==> src/rtl/base_emux_arb_pkg.sv <==
// ============================================================
// base_emux_arb_pkg : shared helpers for round-robin blocks
// Rev 1.0
// ============================================================
`default_nettype none

package base_emux_arb_pkg;

    // Next index in a cyclic sequence of n entries; wraps at n, not at a power of two.
    function automatic int rr_next(input int idx, input int n);
        return (idx >= n - 1) ? 0 : idx + 1;
    endfunction

endpackage

`default_nettype wire

==> src/rtl/base_decode.sv <==
// ============================================================
// base_decode : binary index to one-hot with enable
// Rev 1.0
// ============================================================
`default_nettype none

module base_decode #(
    parameter int n = 4,
    parameter int w = 2
) (
    input  logic         en,
    input  logic [0:w-1] idx,
    output logic [0:n-1] dec
);

    for (genvar k = 0; k < n; k++) begin : g_dec
        assign dec[k] = en && (idx == w'(k));
    end

endmodule

`default_nettype wire

==> src/rtl/base_rr_pick.sv <==
// ============================================================
// base_rr_pick : combinational cyclic priority encoder
// Rev 1.0
// ============================================================
`default_nettype none

module base_rr_pick #(
    parameter int ways      = 4,
    parameter int sel_width = $clog2(ways)
) (
    input  logic [0:ways-1]      elig,
    input  logic [0:sel_width-1] ptr,
    output logic                 any,
    output logic [0:sel_width-1] idx
);

    logic                 hi_any;
    logic [0:sel_width-1] hi_idx;
    logic                 lo_any;
    logic [0:sel_width-1] lo_idx;

    // Lowest set bit at or above ptr wins; otherwise wrap to the lowest set bit overall.
    always_comb begin
        hi_any = 1'b0;
        hi_idx = '0;
        lo_any = 1'b0;
        lo_idx = '0;
        for (int i = ways - 1; i >= 0; i--) begin
            if (elig[i]) begin
                lo_any = 1'b1;
                lo_idx = sel_width'(i);
                if (i >= int'(ptr)) begin
                    hi_any = 1'b1;
                    hi_idx = sel_width'(i);
                end
            end
        end
    end

    assign any = lo_any;
    assign idx = hi_any ? hi_idx : lo_idx;

endmodule

`default_nettype wire

==> src/rtl/base_emux_arb.sv <==
// ============================================================
// base_emux_arb : round-robin arbiter driving an encoded mux select
// Rev 1.0
// ============================================================
`default_nettype none

module base_emux_arb
    import base_emux_arb_pkg::*;
#(
    parameter int ways      = 4,
    parameter int sel_width = $clog2(ways)
) (
    input  logic                 clk,
    input  logic                 reset,
    input  logic [0:ways-1]      i_v,
    output logic [0:ways-1]      i_r,
    output logic                 o_v,
    input  logic                 o_r,
    output logic [0:sel_width-1] o_sel,
    output logic [0:ways-1]      o_sel_dec
);

    logic                 done;
    logic                 ld;
    logic [0:ways-1]      elig;
    logic [0:sel_width-1] ptr;
    logic                 pick_any;
    logic [0:sel_width-1] pick_idx;
    logic                 v_nxt;
    logic [0:sel_width-1] sel_nxt;
    logic [0:sel_width-1] ptr_nxt;

    assign done = o_v & o_r;
    assign ld   = ~o_v | done;

    // The retiring way's i_v still describes the item just accepted, so it cannot win again now.
    always_comb begin
        elig = i_v;
        if (done) begin
            elig[o_sel] = 1'b0;
        end
    end

    always_comb begin
        i_r = '0;
        if (done) begin
            i_r[o_sel] = 1'b1;
        end
    end

    base_rr_pick #(
        .ways      (ways),
        .sel_width (sel_width)
    ) u_pick (
        .elig (elig),
        .ptr  (ptr),
        .any  (pick_any),
        .idx  (pick_idx)
    );

    always_comb begin
        v_nxt   = o_v;
        sel_nxt = o_sel;
        ptr_nxt = ptr;
        if (ld) begin
            v_nxt = pick_any;
            if (pick_any) begin
                sel_nxt = pick_idx;
                ptr_nxt = sel_width'(rr_next(int'(pick_idx), ways));
            end
        end
    end

    always_ff @(posedge clk or posedge reset) begin
        if (reset) begin
            o_v   <= 1'b0;
            o_sel <= '0;
            ptr   <= '0;
        end else begin
            o_v   <= v_nxt;
            o_sel <= sel_nxt;
            ptr   <= ptr_nxt;
        end
    end

    base_decode #(
        .n (ways),
        .w (sel_width)
    ) u_dec (
        .en  (o_v),
        .idx (o_sel),
        .dec (o_sel_dec)
    );

endmodule

`default_nettype wire
==> config.mk <==
export PLATFORM = sky130hd
export DESIGN_NAME = base_emux_arb
export DESIGN_NICKNAME = d
export VERILOG_FILES = /design/src/rtl/base_emux_arb_pkg.sv /design/src/rtl/base_decode.sv /design/src/rtl/base_rr_pick.sv /design/src/rtl/base_emux_arb.sv
export SDC_FILE = /design/constraint.sdc
export NUM_CORES = 1
export LEC_CHECK = 0
export CORE_AREA = 4 4 41 43
export DETAILED_ROUTE_END_ITERATION = 16
export DIE_AREA = 0 0 45 47
export DONT_BUFFER_PORTS = 1
export PLACE_DENSITY_LB_ADDON = 0.05
export SKIP_LAST_GASP = 1
export SYNTH_ARGS = -nofsm -noshare
export SYNTH_HDL_FRONTEND = slang
export SYNTH_HIERARCHICAL = 1
export SYNTH_SLANG_ARGS = --single-unit
==> constraint.sdc <==
create_clock -name clk -period 2.8 [get_ports clk]
set_clock_uncertainty 0.05 [all_clocks]
set_input_delay 0.56 -clock clk [delete_from_list [all_inputs] [get_ports clk]]
set_output_delay 0.56 -clock clk [all_outputs]
set_load 0.005 [all_outputs]
# Word level (Yosys, flattened, before mapping)
# Index checks and enable logic that the tools add are counted.
[totals]
regBits = 5
[op_classes]
n_addsub = 1
order_cmp = 6
eq_ne = 3
mux = 26
bitwise = 6
reduce_logical = 7
[op_table]
columns = ["cell", "n"]
rows = [
  ["2-to-1 mux 2 bit", 12],
  ["2-to-1 mux 1 bit", 11],
  ["2-to-1 mux 4 bit", 2],
  ["logical AND 1 bit", 5],
  ["bitwise AND 4 bit", 1],
  ["equality test 2 bit (second input constant)", 2],
  [">= comparator 1 x 2 -> 1 bit (first input constant)", 2],
  ["NOT 4 bit", 1],
  [">= comparator 3 bit (second input constant)", 1],
  ["less-than comparator 3 x 1 -> 1 bit (second input constant)", 1],
  ["NOT 2 -> 3 bit", 1],
  ["adder 2 x 1 -> 2 bit (second input constant)", 1],
  ["demux 1 bit (select 2 bit)", 1],
  ["equality test 2 x 1 -> 1 bit (second input constant)", 1],
  [">= comparator 2 bit (first input constant)", 1],
  [">= comparator 2 bit (second input constant)", 1],
  ["logical NOT 2 bit", 1],
  ["AND reduction 2 bit", 1],
  ["bitwise AND 1 bit", 1],
  ["NOT 1 bit", 1],
  ["bitwise OR 1 bit", 1],
]

# Depth between registers and ports, before layout
[depth]
word_depth = 18
mapped_depth = 9

# Hierarchy
# The synthesis kept the hierarchy.
[modules_own_cells]
columns = ["module", "instances", "cells_each", "area_each_um2"]
rows = [
  ["base_emux_arb", 1, 24, 311.5],
  ["base_rr_pick", 1, 11, 71.3],
  ["base_decode", 1, 4, 37.5],
]

# Least setup slack after synthesis
# No wires, ideal clock.
[synth_timing]
kind = "input to register"
start = "input o_r"
end = "register o_sel[0] (netlist name)"
arrival_ns = 1.967
setup_slack_ns = 0.658
stages = 6
path_buffers = 0
path_cell_list = "nand2_1 > nor3b_2 > nor2b_1 > or4_1 > nand2_4 > mux2_4"
[synth_via]
word_cells_on_any_way = 25
cone_classes = "22 x mux; 2 x bitwise; 1 x reduce/logical"
[synth_rtl]
columns = ["item", "line", "text"]
rows = [
  ["start, declared", "base_emux_arb.sv:18", "input logic o_r,"],
  ["bitwise AND 1 bit", "base_emux_arb.sv:33", "assign done = o_v & o_r;"],
  ["2-to-1 mux 4 bit", "base_emux_arb.sv:39", "if (done) begin"],
  ["net elig, one bit", "base_emux_arb.sv:25", "logic [0:ways-1] elig;"],
  ["2-to-1 mux 1 bit (3 in series)", "base_rr_pick.sv:29", "if (elig[i]) begin"],
  ["net pick_any", "base_emux_arb.sv:27", "logic pick_any;"],
  ["AND reduction 2 bit (no line)", "-", ""],
  ["end signal, assigned", "base_emux_arb.sv:81", "o_sel <= sel_nxt;"],
  ["end, declared", "base_emux_arb.sv:19", "output logic [0:sel_width-1] o_sel,"],
]
# The timed path passes the listed nets, and every way through them passes these cells.
# A chain may end at the register's enable or synchronous reset.

# Worst setup path in the final report
[layout_timing]
start = "register o_v"
end = "register ptr[0] (netlist name)"
[layout_via]
word_cells_on_any_way = 29
cone_classes = "1 x add/sub; 1 x order compare; 23 x mux; 3 x bitwise; 1 x reduce/logical"
[layout_rtl]
columns = ["item", "line", "text"]
rows = [
  ["start, declared", "base_emux_arb.sv:17", "output logic o_v,"],
  ["start signal, assigned", "base_emux_arb.sv:80", "o_v <= v_nxt;"],
  ["bitwise AND 1 bit (*)", "base_emux_arb.sv:33", ""],
  ["2-to-1 mux 4 bit (*)", "base_emux_arb.sv:39", ""],
  ["net elig, one bit", "base_emux_arb.sv:25", ""],
  ["2-to-1 mux 2 bit or 2-to-1 mux 1 bit (tied branches)", "base_rr_pick.sv:29", ""],
  ["2-to-1 mux 2 bit or 2-to-1 mux 1 bit (tied branches)", "base_rr_pick.sv:32", "if (i >= int'(ptr)) begin"],
  ["2-to-1 mux 2 bit or 2-to-1 mux 1 bit (tied branches)", "base_rr_pick.sv:29", ""],
  ["2-to-1 mux 2 bit (*)", "base_rr_pick.sv:41", "assign idx = hi_any ? hi_idx : lo_idx;"],
  ["net pick_idx, one bit", "base_emux_arb.sv:28", "logic [0:sel_width-1] pick_idx;"],
  ["adder 2 x 1 -> 2 bit or >= comparator 2 bit (tied branches)", "base_emux_arb_pkg.sv:11", "return (idx >= n - 1) ? 0 : idx + 1;"],
  ["2-to-1 mux 2 bit (*)", "base_emux_arb_pkg.sv:11", ""],
  ["end signal, assigned", "base_emux_arb.sv:82", "ptr <= ptr_nxt;"],
  ["end, declared", "base_emux_arb.sv:26", "logic [0:sel_width-1] ptr;"],
]
# Mark *: on every way through the listed nets, which the timed path passes. The rest lies on a longest branch.

==> results_dict.tcl <==
set metrics [dict create \
    status "completed" \
    clk_path_buf_depth 2 \
    cts_setup_buffers 0 \
    worstSetupEndpointType "register" \
    numCtsBuffers 3 \
    power_frac_clock 0.175 \
    final_util 0.358 \
    ctsResizeCount 0 \
    syn_avg_cell_area_sq_um 10.8 \
    cts_tree "done" \
    grt_overflow 0 \
    cp_data_arrival_time_ps 2380 \
    crit_chain "nand2_1 > nor3b_2 > nor2b_1 > mux2i_1 > a211oi_1 > ha_1 > mux2_4" \
    core_area_sq_um 1300 \
    remaining_drc_errors 0 \
    dpl.hpwl_um 674 \
    clock_sinks 5 \
    intPower_mw 0.285 \
    grt_pass1_wl_um 1340 \
    cp_num_buf_inv 0 \
    p_leak_nw 0.212 \
    synth-seq-cells 5 \
    synth_top_area_frac 0.298 \
    fp.dieW_um 45 \
    seqPwrFrac 0.365 \
    tightestPinTransition_ps 430 \
    ant_nets 0 \
    drive_gt1_frac 0.349 \
    critical_path.top_delay_family "simple AND/OR/NAND/NOR gates" \
    finalNetCount 52 \
    worstSetupPathType "register to register" \
    syn_inst 39 \
    relSlewSlack 0.711 \
    setup_violations 0 \
    grtUsageTotal 0.0936 \
    regArea_sq_um 125 \
    rows 13 \
    start_util 0.323 \
    wl_um 869 \
    drt-vias-per-instance 5.53 \
    grt_setup_unrepaired "false" \
    ctsHoldBuffers 0 \
    portBuffers 0 \
    r2r_slack_ps 490 \
    crit_fanout 8 \
    via_count 321 \
    fin_setup_tns_ps 0 \
    power_frac_comb 0.460 \
    insertion_delay_ps 240 \
    syn_nets 47 \
    multi_input_area_sq_um 288 \
    yosysTopAreaCell "dfrtp_1" \
    critPathRequiredTime_ps 2870 \
    ir_worst_vdd_v 0.000509 \
    max_freq_ghz 0.433 \
    fill_cells 141 \
    post-route-period-util 0.825 \
    slew_viol_final 0 \
    yosysWarnings 6 \
    path_clk_slew_ps 40 \
    wl_per_cell_um 15.0 \
    ios 18 \
    critPathSlowestCell "dfrtp_1" \
    power_density_nw_per_um2 1000 \
    stdcell_count 58 \
    antenna_found_initial 0 \
    sw_frac_of_total 0.390 \
    finalHoldViolations 0 \
    die_area_sq_um 2120 \
    post-route-min-period_ps 2310 \
    maxCapViolCount 0 \
    drt_pass1_iterations 2 \
    grt_pass1_vias 313 \
    area_growth_pct 10.7 \
    hold_path_class "input pin to asynchronous set/reset pin" \
    dp.cells 54 \
    critPathLaunchType "register" \
    switchingPower_mw 0.182 \
    synth_area_leaders "dfrtp_1, mux2_4, nor3b_2, nor2b_1, and3b_1" \
    die_height_um 47 \
    grt_max_degree 11 \
    cts_max_level 1 \
    gp_congestion 0.747 \
    synth_area_sq_um 420 \
    ys_types 22 \
    antenna_cells 0 \
    cts_root_buf "clkbuf_4" \
    ys_seq_area_frac 0.298 \
    slowest_delay_ps 470 \
    drt-initial-drc-count 7 \
]
final timing paths:
path,from,cells past startpoint,endpoint
worst min-delay path,reset,1,o_sel[0]$_DFFE_PP0P_
worst max register to register,o_v$_DFFE_PP0P_,7,ptr[0]$_DFFE_PP0P_
max in group asynchronous,reset,1,ptr[0]$_DFFE_PP0P_
min in group clk,ptr[1]$_DFFE_PP0P_,1,ptr[1]$_DFFE_PP0P_
worst max-delay path,o_v$_DFFE_PP0P_,7,ptr[0]$_DFFE_PP0P_
worst min register to register,ptr[1]$_DFFE_PP0P_,1,ptr[1]$_DFFE_PP0P_
placed cells by master (no fill, tap or decap), types with 2 or more instances in the layout:
cell / Yosys / layout
nand2_1: 2 / 2
nor3b_2: 3 / 3
mux2_4: 4 / 4
and3b_1: 2 / 2
inv_1: 2 / 2
dfrtp_1: 5 / 5
a21oi_1: 3 / 3
clkbuf_4: 0 / 3
nor2b_1: 4 / 4
sequential cells by signal, indices dropped and copies added (netlist names):
name   flops
o_sel      2
ptr        2
o_v        1
cell families after synthesis:
logic type                 synth area share
buffers and inverters                0.0179
muxes                                 0.167
and+or+nand+nor                       0.414
DFF                                   0.298
AOI/OAI and AO/OA                    0.0744
adders and majority gates            0.0298
worst register-to-register path: cells and delay by family, from the launching register on:
family	cells	cell delay, ps
flops	1	470
mux	2	390
compound gates	1	430
fa+ha+maj	1	310
simple gates	3	550
layer usage:
layer	track usage	wire, um	vias to the layer above
li1	-	-	152
met1	0.113	372	149
met2	0.133	393	18
met3	0.0613	91	2
met4	0.0351	12	0
met5	0	0	-
cells in the mapped netlist:
| master | n |
|---|---|
| dfrtp_1 | 5 |
| mux2_4 | 4 |
| nor2b_1 | 4 |
| a21oi_1 | 3 |
| nor3b_2 | 3 |
| and3b_1 | 2 |
| inv_1 | 2 |
| nand2_1 | 2 |
| a211oi_1 | 1 |
| a2bb2oi_1 | 1 |
| and3_2 | 1 |
| and4_2 | 1 |
| ha_1 | 1 |
| mux2i_1 | 1 |
| nand2_4 | 1 |
| nand2b_4 | 1 |
| nand3b_1 | 1 |
| nor2_1 | 1 |
| nor3_2 | 1 |
| nor3b_1 | 1 |
| or2b_1 | 1 |
| or4_1 | 1 |
stage by stage:
stage | setup WS, ps | power, mW | hold slack (ps) | cell area (sq um)
after global placement | 498 | 0.382 | 303 | 439
final | 490 | 0.468 | 50.8 | 465
after detailed placement | 435 | 0.392 | 305 | 439
after floorplan | 658 | 0.346 | 289 | 420
after CTS | 473 | 0.477 | 49.6 | 465
after global routing | 264 | 0.510 | 66.9 | 465
layout make-up:
class	count	area share
sequential	5	0.269
inverter	2	0.0161
clock buffer	4	0.0565
tap	15	0.0403
multi-input combinational	32	0.618
power by group through the flow:
stage                     Clock [mW]  Sequential [mW]  Combinational (mW)
after global routing          0.0905            0.179               0.240
after global placement             0            0.169               0.213
after CTS                     0.0848            0.174               0.219
final                         0.0817            0.171               0.215
after detailed placement           0            0.174               0.218
after floorplan                    0            0.154               0.191
Power figures use the tool's default switching activity.
